<file path="config.mk">
export PLATFORM = sky130hd
export DESIGN_NAME = mcpu_alu
export DESIGN_NICKNAME = d
export VERILOG_FILES = /design/src/rtl/mcpu_alu.sv
export SDC_FILE = /design/constraint.sdc
export NUM_CORES = 1
export LEC_CHECK = 0
export BUFFER_PORTS_ARGS = -buffer_cell sky130_fd_sc_hd__buf_2
export CORE_AREA = 2 2 39 41
export DETAILED_ROUTE_END_ITERATION = 6
export DIE_AREA = 0 0 41 43
export PLACE_DENSITY = 0.46
export SLEW_MARGIN = 5
export SYNTH_ARGS = -nofsm -noshare
export SYNTH_HDL_FRONTEND = slang
export SYNTH_SLANG_ARGS = --single-unit
</file>
<file path="constraint.sdc">
create_clock -name clk -period 3.5 [get_ports clk]
set_clock_uncertainty 0.05 [all_clocks]
set_input_delay 0.525 -clock clk [delete_from_list [all_inputs] [get_ports clk]]
set_output_delay 0.525 -clock clk [all_outputs]
set_load 0.03 [all_outputs]
</file>
<file path="src/rtl/mcpu_alu.sv">
// mcpu_alu: four-function ALU (AND/OR/XOR/ADD) with registered result and
// ADD carry-out. One new operation per cycle, one-cycle latency.
module mcpu_alu #(
  parameter int unsigned CMD_SIZE  = 2,
  parameter int unsigned WORD_SIZE = 2
) (
  input  logic                 clk,
  input  logic                 reset,
  input  logic [CMD_SIZE-1:0]  opcode,
  input  logic [WORD_SIZE-1:0] r1,
  input  logic [WORD_SIZE-1:0] r2,
  output logic [WORD_SIZE-1:0] out,
  output logic                 OVERFLOW
);

  localparam int unsigned SUM_W = WORD_SIZE + 1;

  localparam logic [CMD_SIZE-1:0] CMD_AND = CMD_SIZE'(0);
  localparam logic [CMD_SIZE-1:0] CMD_OR  = CMD_SIZE'(1);
  localparam logic [CMD_SIZE-1:0] CMD_XOR = CMD_SIZE'(2);

  logic [SUM_W-1:0]     sum_c;
  logic [WORD_SIZE-1:0] result_c;
  logic                 carry_c;

  // Opcode decode; ADD and every unlisted opcode share the adder path.
  always_comb begin
    sum_c    = SUM_W'(r1) + SUM_W'(r2);
    result_c = sum_c[WORD_SIZE-1:0];
    carry_c  = sum_c[WORD_SIZE];
    case (opcode)
      CMD_AND: begin
        result_c = r1 & r2;
        carry_c  = 1'b0;
      end
      CMD_OR: begin
        result_c = r1 | r2;
        carry_c  = 1'b0;
      end
      CMD_XOR: begin
        result_c = r1 ^ r2;
        carry_c  = 1'b0;
      end
      default: begin
        result_c = sum_c[WORD_SIZE-1:0];
        carry_c  = sum_c[WORD_SIZE];
      end
    endcase
  end

  // Output registers; reset discards whatever operation is in flight.
  always_ff @(posedge clk) begin
    if (reset) begin
      out      <= '0;
      OVERFLOW <= 1'b0;
    end else begin
      out      <= result_c;
      OVERFLOW <= carry_c;
    end
  end

endmodule

</file>
# Word level (Yosys, flattened, before mapping)
# Index checks and enable logic that the tools add are counted.
# word_totals
wordCells	11
regBits	3
in_bits	8
out_inout_bits	3
# op_classes
bitwise_logic	3
add_sub_neg	1
reduce_logical	2
mux	1
n_eq_ne	2
# op_table
cell	n
2-bit one-hot mux with 3 select lines	1
4-bit OR reduction	1
2-bit by 2-bit adder with 3-bit output	1
2-bit AND	1
2-bit by 1-bit equality test with 1-bit output (second input constant)	1
2-bit equality test (second input constant)	1
2-bit logical NOT	1
2-bit OR	1
2-bit XOR	1

# Depth between registers and ports, before layout
# Gate-level depths: netlist (run 1).
# logic_depth
word_depth	2
depth_mapped	5
depth_no_buf	5

# Least setup slack after synthesis (run 1)
# No wires, ideal clock.
# synth_path
kind	input -> register
startpoint	in r1[0]
endpoint	reg out[1]
required_ns	3.338
stages	4
arrival_ns	1.717
setup_time_ns	0.112
n_path_buf	0
setup_slack_ns	1.621
path_cell_list	ha_1 > fa_1 > mux4_2 > nor2b_4
# synth_via
elab_chain_cells	2
# synth_lines
item	line	text
start: declaration	10	input logic [WORD_SIZE-1:0] r1,
2-bit by 2-bit adder with 3-bit output	28	sum_c = SUM_W'(r1) + SUM_W'(r2);
2-bit one-hot mux with 3 select lines	31	case (opcode)
end signal: assignment	57	out <= result_c;
end: declaration	12	output logic [WORD_SIZE-1:0] out,
# Every way passes these cells.
# A chain may end at the register's enable or synchronous reset.

# Worst setup path in the final report (run 1)
# Ends and elaborated chain as after synthesis.

==> summary.md, run 1 <==
| Metric | Value |
|---|---|
| Final ANT Viol Nets | `0` |
| Clk sinks | `3` |
| Initial Util | `16.3%` |
| Vias in the first global route | `172` |
| Setup_tns | `0 ps` |
| Post-synth top cells | `5 x inv_1, 4 x ha_1, 3 x dfxtp_1, 2 x nor2b_1, 2 x nor3_1` |
| Hold Path Class | `input port to flop` |
| Max-slew violations | `0` |
| Final hold vios | `0` |
| Total Power | `0.000123 W` |
| Most frequent cell after synthesis | `inv_1` |
| Synth Area per Inst | `10.7 um^2` |
| Worst-Margin Slew | `181 ps` |
| CP max FO | `2` |
| Worst-path clk slew | `30 ps` |
| N_diodes | `0` |
| Worst-path cell chain | `buf_2 -> ha_1 -> fa_1 -> mux4_2 -> nor2b_4` |
| Die ar. | `1760 um^2` |
| Netlist cell types | `10` |
| Synth area leader | `dfxtp_1` |
| Site row count | `14` |
| Worst VDD drop | `0.0000885 V` |
| Worst Path Required | `3570 ps` |
| Htree depth | `1` |
| DIE HEIGHT | `43 um` |
| Leak | `0.178 nW` |
| Port Buffers | `10` |
| Synthesized Nets | `34` |
| Number of synthesized flops with an enable pin | `0` |
| Vias | `179` |
| Asr flop ratio synth | `0%` |
| Area grow syn2layout | `42.8%` |
| Hold Path Cell Cnt | `2` |
| Nets | `49` |
| GRT Residual Overflow | `0` |
| Detailed router's first-iteration violation count | `1` |
| Synth warnings | `0` |
| CP max-delay cell | `mux4_2` |
| Worst path max stage delay | `470 ps` |
| Die width | `41 um` |
| Setup violators final | `0` |
| Tcrit/Tclk final | `51.1%` |
| Top post-synthesis cells by area | `dfxtp_1 27%, ha_1 22%, mux4_2 10%, fa_1 8.9%, inv_1 8.3%` |
| Layout cell share with drive strength beyond 1 | `42.9%` |
| CTS tree | `yes` |
| Post-cts hold buffer count | `0` |
| Max Fclk | `559 MHz` |
| First-pass GRT wire length | `662 um` |
| Gp weighted congestion | `0.637` |
| Kind of critical path | `input port to flop` |
| Final-layout fill cell count | `151` |
| Vias per Instance | `3.51` |
| Worst Path Arrival | `1860 ps` |
| DRC viols | `0` |
| Crit path capture type | `flop` |
| Hold_ws | `458 ps` |
| Post-synthesis sequential area ratio | `26.7%` |
| Max Cap Violations | `0` |
| Final WL | `374 um` |
| PD cells | `384 nW/um^2` |
| Rel. slew slack | `87.8%` |
| Total GRT Usage | `6.24%` |
| Post-synth top area share | `26.7%` |
| Post-Syn Area | `225 um^2` |
| CTS Buffer Depth | `2` |
| RSZ-0062 raised after global routing | `false` |
| Post-route minimum period | `1790 ps` |
| CTS root buf | `clkbuf_4` |
| Ys flop type | `dfxtp_1` |
| Post CTS Setup Buffer Count | `0` |
| Wire per inst | `7.33 um` |
| CTS buffer count | `3` |
| Status | `finished, final reports clean` |
| HPWL after DPL | `328 um` |
| Multi-input gate area | `146 um^2` |
| Core box area | `1380 um^2` |
| First drt pass iteration count | `2` |
| Startpoint Class | `input port` |
| PostCTS Resize Cnt | `0` |
| Cells after Synth | `21` |
| Synth Register Bits | `3` |
| Reg area | `60.1 um^2` |
| Initial antenna violation count | `0` |
| IO Count | `11` |
| Largest net degree at the start of global routing | `5` |
==> state kept, by name, summed over array words and instances (netlist names) <==
| register | count |
|---|---|
| OVERFLOW | 1 |
| out | 2 |
==> cell families (layout without fill, tap and decap cells) <==
kind of cell	count (synthesis)	count (layout)	share of synthesized area, %
DFF	3	3	26.7
adders and majority gates	5	5	31.1
buffers and inverters	5	19	8.33
and+or+nand+nor	7	7	23.9
muxes	1	1	10.0
==> stage by stage <==
step | cell area [um^2] | util [%] | instances | setup WS (ps)
after global routing | 322 | 23.2 | 51 | 1690
after detailed placement | 295 | 21.3 | 47 | 1470
after floorplan | 225 | - | 21 | 1620
final | 322 | 23.2 | 51 | 1710
after global placement | 295 | 21.3 | 47 | 1470
after CTS | 322 | 23.2 | 51 | 1710
==> cell type report <==
cell class	instances	area share [%]
well taps	16	6.23
inverters	5	5.84
clock buffers	4	8.17
flip-flops and latches	3	18.7
repair buffers	10	15.6
multi-input cells	13	45.5
==> cell usage in the layout (no fill, tap or decap), types with 2 or more instances in the layout <==
| master | instances |
|---|---|
| nor3_1 | 2 |
| inv_1 | 5 |
| clkbuf_4 | 3 |
| buf_2 | 10 |
| nor2b_1 | 2 |
| ha_1 | 4 |
| dfxtp_1 | 3 |
==> critical path, delay by kind of cell <==
kind	cells	cell delay, ps
adders and majority gates	2	630
muxes	1	470
and+or+nand+nor	1	130
buffers and inverters	1	110
==> worst paths after layout <==
check | slack (ps) | endpoint | startpoint
max | 1710 | out[1] | r1[0]
min | 460 | out[1] | reset
==> report_power, final <==
group / internal (W) / switching (W) / total [W]
combinational: 0.0000130 / 0.0000138 / 0.0000268
sequential: 0.0000368 / 0.000000570 / 0.0000374
clock: 0.0000426 / 0.0000165 / 0.0000591
total: 0.0000925 / 0.0000309 / 0.000123
==> metal layers <==
layer | share of wire [%] | GRT usage [%] | vias up
met5 | 0 | 0 | -
met4 | 0 | 8.00 | 0
met3 | 11 | 3.14 | 0
met2 | 37 | 7.19 | 10
met1 | 52 | 6.82 | 74
li1 | - | - | 95
Note: power is estimated with default switching activity, not from simulation.
==> run 2: changes to the inputs <==
- PLACE_DENSITY: 0.46 -> 0.47
- clock period: 3.5 -> 1.5 ns (I/O delays scaled with it)
==> run 2 against run 1 <==
First-iteration DRC count unchanged. Die area stayed put. Cell count increased by 3.9%. Hold slack lost 310 ps. Critical endpoint unchanged. Largest power group unchanged. Highest routed layer unchanged.
==> summary.md, run 2 (synthesized netlist as in run 1, its figures left out) <==
| Metric | Value |
|---|---|
| Status | `finished, final reports clean` |
| Reg area | `60.1 um^2 (unchanged)` |
| Post CTS Setup Buffer Count | `0 (unchanged)` |
| Worst-path cell chain | `buf_2 -> ha_4 -> fa_1 -> mux4_2 -> nor2b_4` |
| CTS root buf | `clkbuf_4` |
| Final ANT Viol Nets | `0 (unchanged)` |
| CTS Buffer Depth | `2 (unchanged)` |
| Final-layout fill cell count | `150 (-0.66%)` |
| Site row count | `14 (unchanged)` |
| Worst Path Required | `1570 ps (-2000 ps)` |
| Worst path max stage delay | `470 ps (about the same)` |
| Worst VDD drop | `0.000170 V (+92%)` |
| Final Cell Area | `349 um^2 (+8.6%)` |
| DRT met1 WL | `169 um (-12%)` |
| Post-route minimum period | `1450 ps` |
| Met3 Routed Length | `53 um (+29%)` |
| PD cells | `845 nW/um^2 (+120%)` |
| Rel. slew slack | `90.1% (+2.2 points)` |
| Setup violators final | `0 (unchanged)` |
| Worst-Margin Slew | `148 ps (-33.1 ps)` |
| DIE HEIGHT | `43 um (unchanged)` |
| Gp weighted congestion | `0.650 (+2.1%)` |
| Area grow syn2layout | `55.0%` |
| CTS tree | `yes` |
| Die ar. | `1760 um^2 (unchanged)` |
| HPWL after DPL | `351 um (+7.2%)` |
| N_diodes | `0 (unchanged)` |
| CTS buffer count | `3 (unchanged)` |
| Reg with most FFs | `out` |
| Vias in the first global route | `186 (+8.1%)` |
| Die width | `41 um (unchanged)` |
| Core box area | `1380 um^2 (unchanged)` |
| Crit path capture type | `flop` |
| DRC viols | `0 (unchanged)` |
| Port Buffers | `10 (unchanged)` |
| Most frequent cells in the layout | `10 x buf_2, 5 x inv_1, 3 x dfxtp_1, 3 x ha_1, 3 x clkbuf_4` |
| GRT Residual Overflow | `0 (unchanged)` |
| Worst Path Arrival | `1520 ps (-340 ps)` |
| Initial Util | `16.3% (unchanged)` |
| Post-cts hold buffer count | `0 (unchanged)` |
| Max Fclk | `690 MHz` |
| Startpoint Class | `input port` |
| Detailed router's first-iteration violation count | `1 (unchanged)` |
| RSZ-0062 raised after global routing | `false` |
| Final WL | `393 um (+5.1%)` |
| Total GRT Usage | `6.43% (+0.19 points)` |
| Layout cell share with drive strength beyond 1 | `48.6% (+5.8 points)` |
| Tcrit/Tclk final | `96.5%` |
| Kind of critical path | `input port to flop` |
| Initial antenna violation count | `0 (unchanged)` |
| Leak | `0.188 nW (+5.4%)` |
| Vias per Instance | `3.55 (+1.1%)` |
| Wire per inst | `7.42 um (+1.1%)` |
| Max-slew violations | `0 (unchanged)` |
| WL met2 | `170 um (+22%)` |
| First drt pass iteration count | `2 (unchanged)` |
| CP max-delay cell | `mux4_2` |
| Total Power | `0.000295 W (+140%)` |
| Final hold vios | `0 (unchanged)` |
| Top flop regs | `out (2), OVERFLOW (1)` |
| CP max FO | `2 (unchanged)` |
| IO Count | `11 (unchanged)` |
| First-pass GRT wire length | `717 um (+8.3%)` |
| Clk sinks | `3 (unchanged)` |
| Largest register FFs | `2 (unchanged)` |
| Multi-input gate area | `159 um^2 (+8.5%)` |
| Post-DP Area | `323 um^2 (+9.3%)` |
| Leading cell type in the layout, fill and taps excluded | `buf_2` |
| Worst-path clk slew | `40 ps (about the same)` |
| Critical path buffers and inverters | `1 (unchanged)` |
| Max Cap Violations | `0 (unchanged)` |
| Uppermost layer routed | `met3` |
| Worst path top cell family by delay | `adder cells` |
| Htree depth | `1 (unchanged)` |
| Nets | `51 (+4.1%)` |
| Largest net degree at the start of global routing | `5 (unchanged)` |
| PostCTS Resize Cnt | `0 (unchanged)` |
| Hold Path Class | `input port to flop` |
| Vias | `188 (+5.0%)` |
-- run 2: cell count changes in the layout (fill, tap and decap cells not counted), sizes merged --
| cell | previous run | this run |
|---|---|---|
| buf | 10 | 12 |
-- run 2: per-layer routing --
layer / up-vias / GRT usage [%]
met1: 81 / 7.10
met3: 0 / 3.66
li1: 99 / -
met4: 0 / 6.00
met5: - / 0
met2: 8 / 8.13
-- run 2: final timing paths --
| check | end | start | cells past startpoint |
|---|---|---|---|
| min | out[1] | reset | 2 |
| max | out[1] | r1[0] | 5 |
-- run 2: stage by stage --
stage	TNS, ps	std cells	util (%)	hold WS [ps]	setup slack, ps
after floorplan	-21.9	21	-	239	-21.9
after global placement	-179	49	23.3	395	-179
after detailed placement	-198	49	23.3	393	-198
after CTS	0	53	25.2	144	57.4
after global routing	0	53	25.2	159	10.6
final	0	53	25.2	152	51.8
-- run 2: final cells by class --
class	count	area share, %
Clock buffer	4	7.53
Inverter	5	5.38
Multi-Input combinational cell	13	45.5
Sequential cell	3	17.2
Tap cell	16	5.73
Timing Repair Buffer	12	18.6
-- run 2: report_power, final --
part           internal [W]   total, W  switching (W)
Combinational     0.0000347  0.0000693      0.0000346
Clock             0.0000995   0.000139      0.0000393
Sequential        0.0000859  0.0000868    0.000000882
Total              0.000220   0.000295      0.0000748
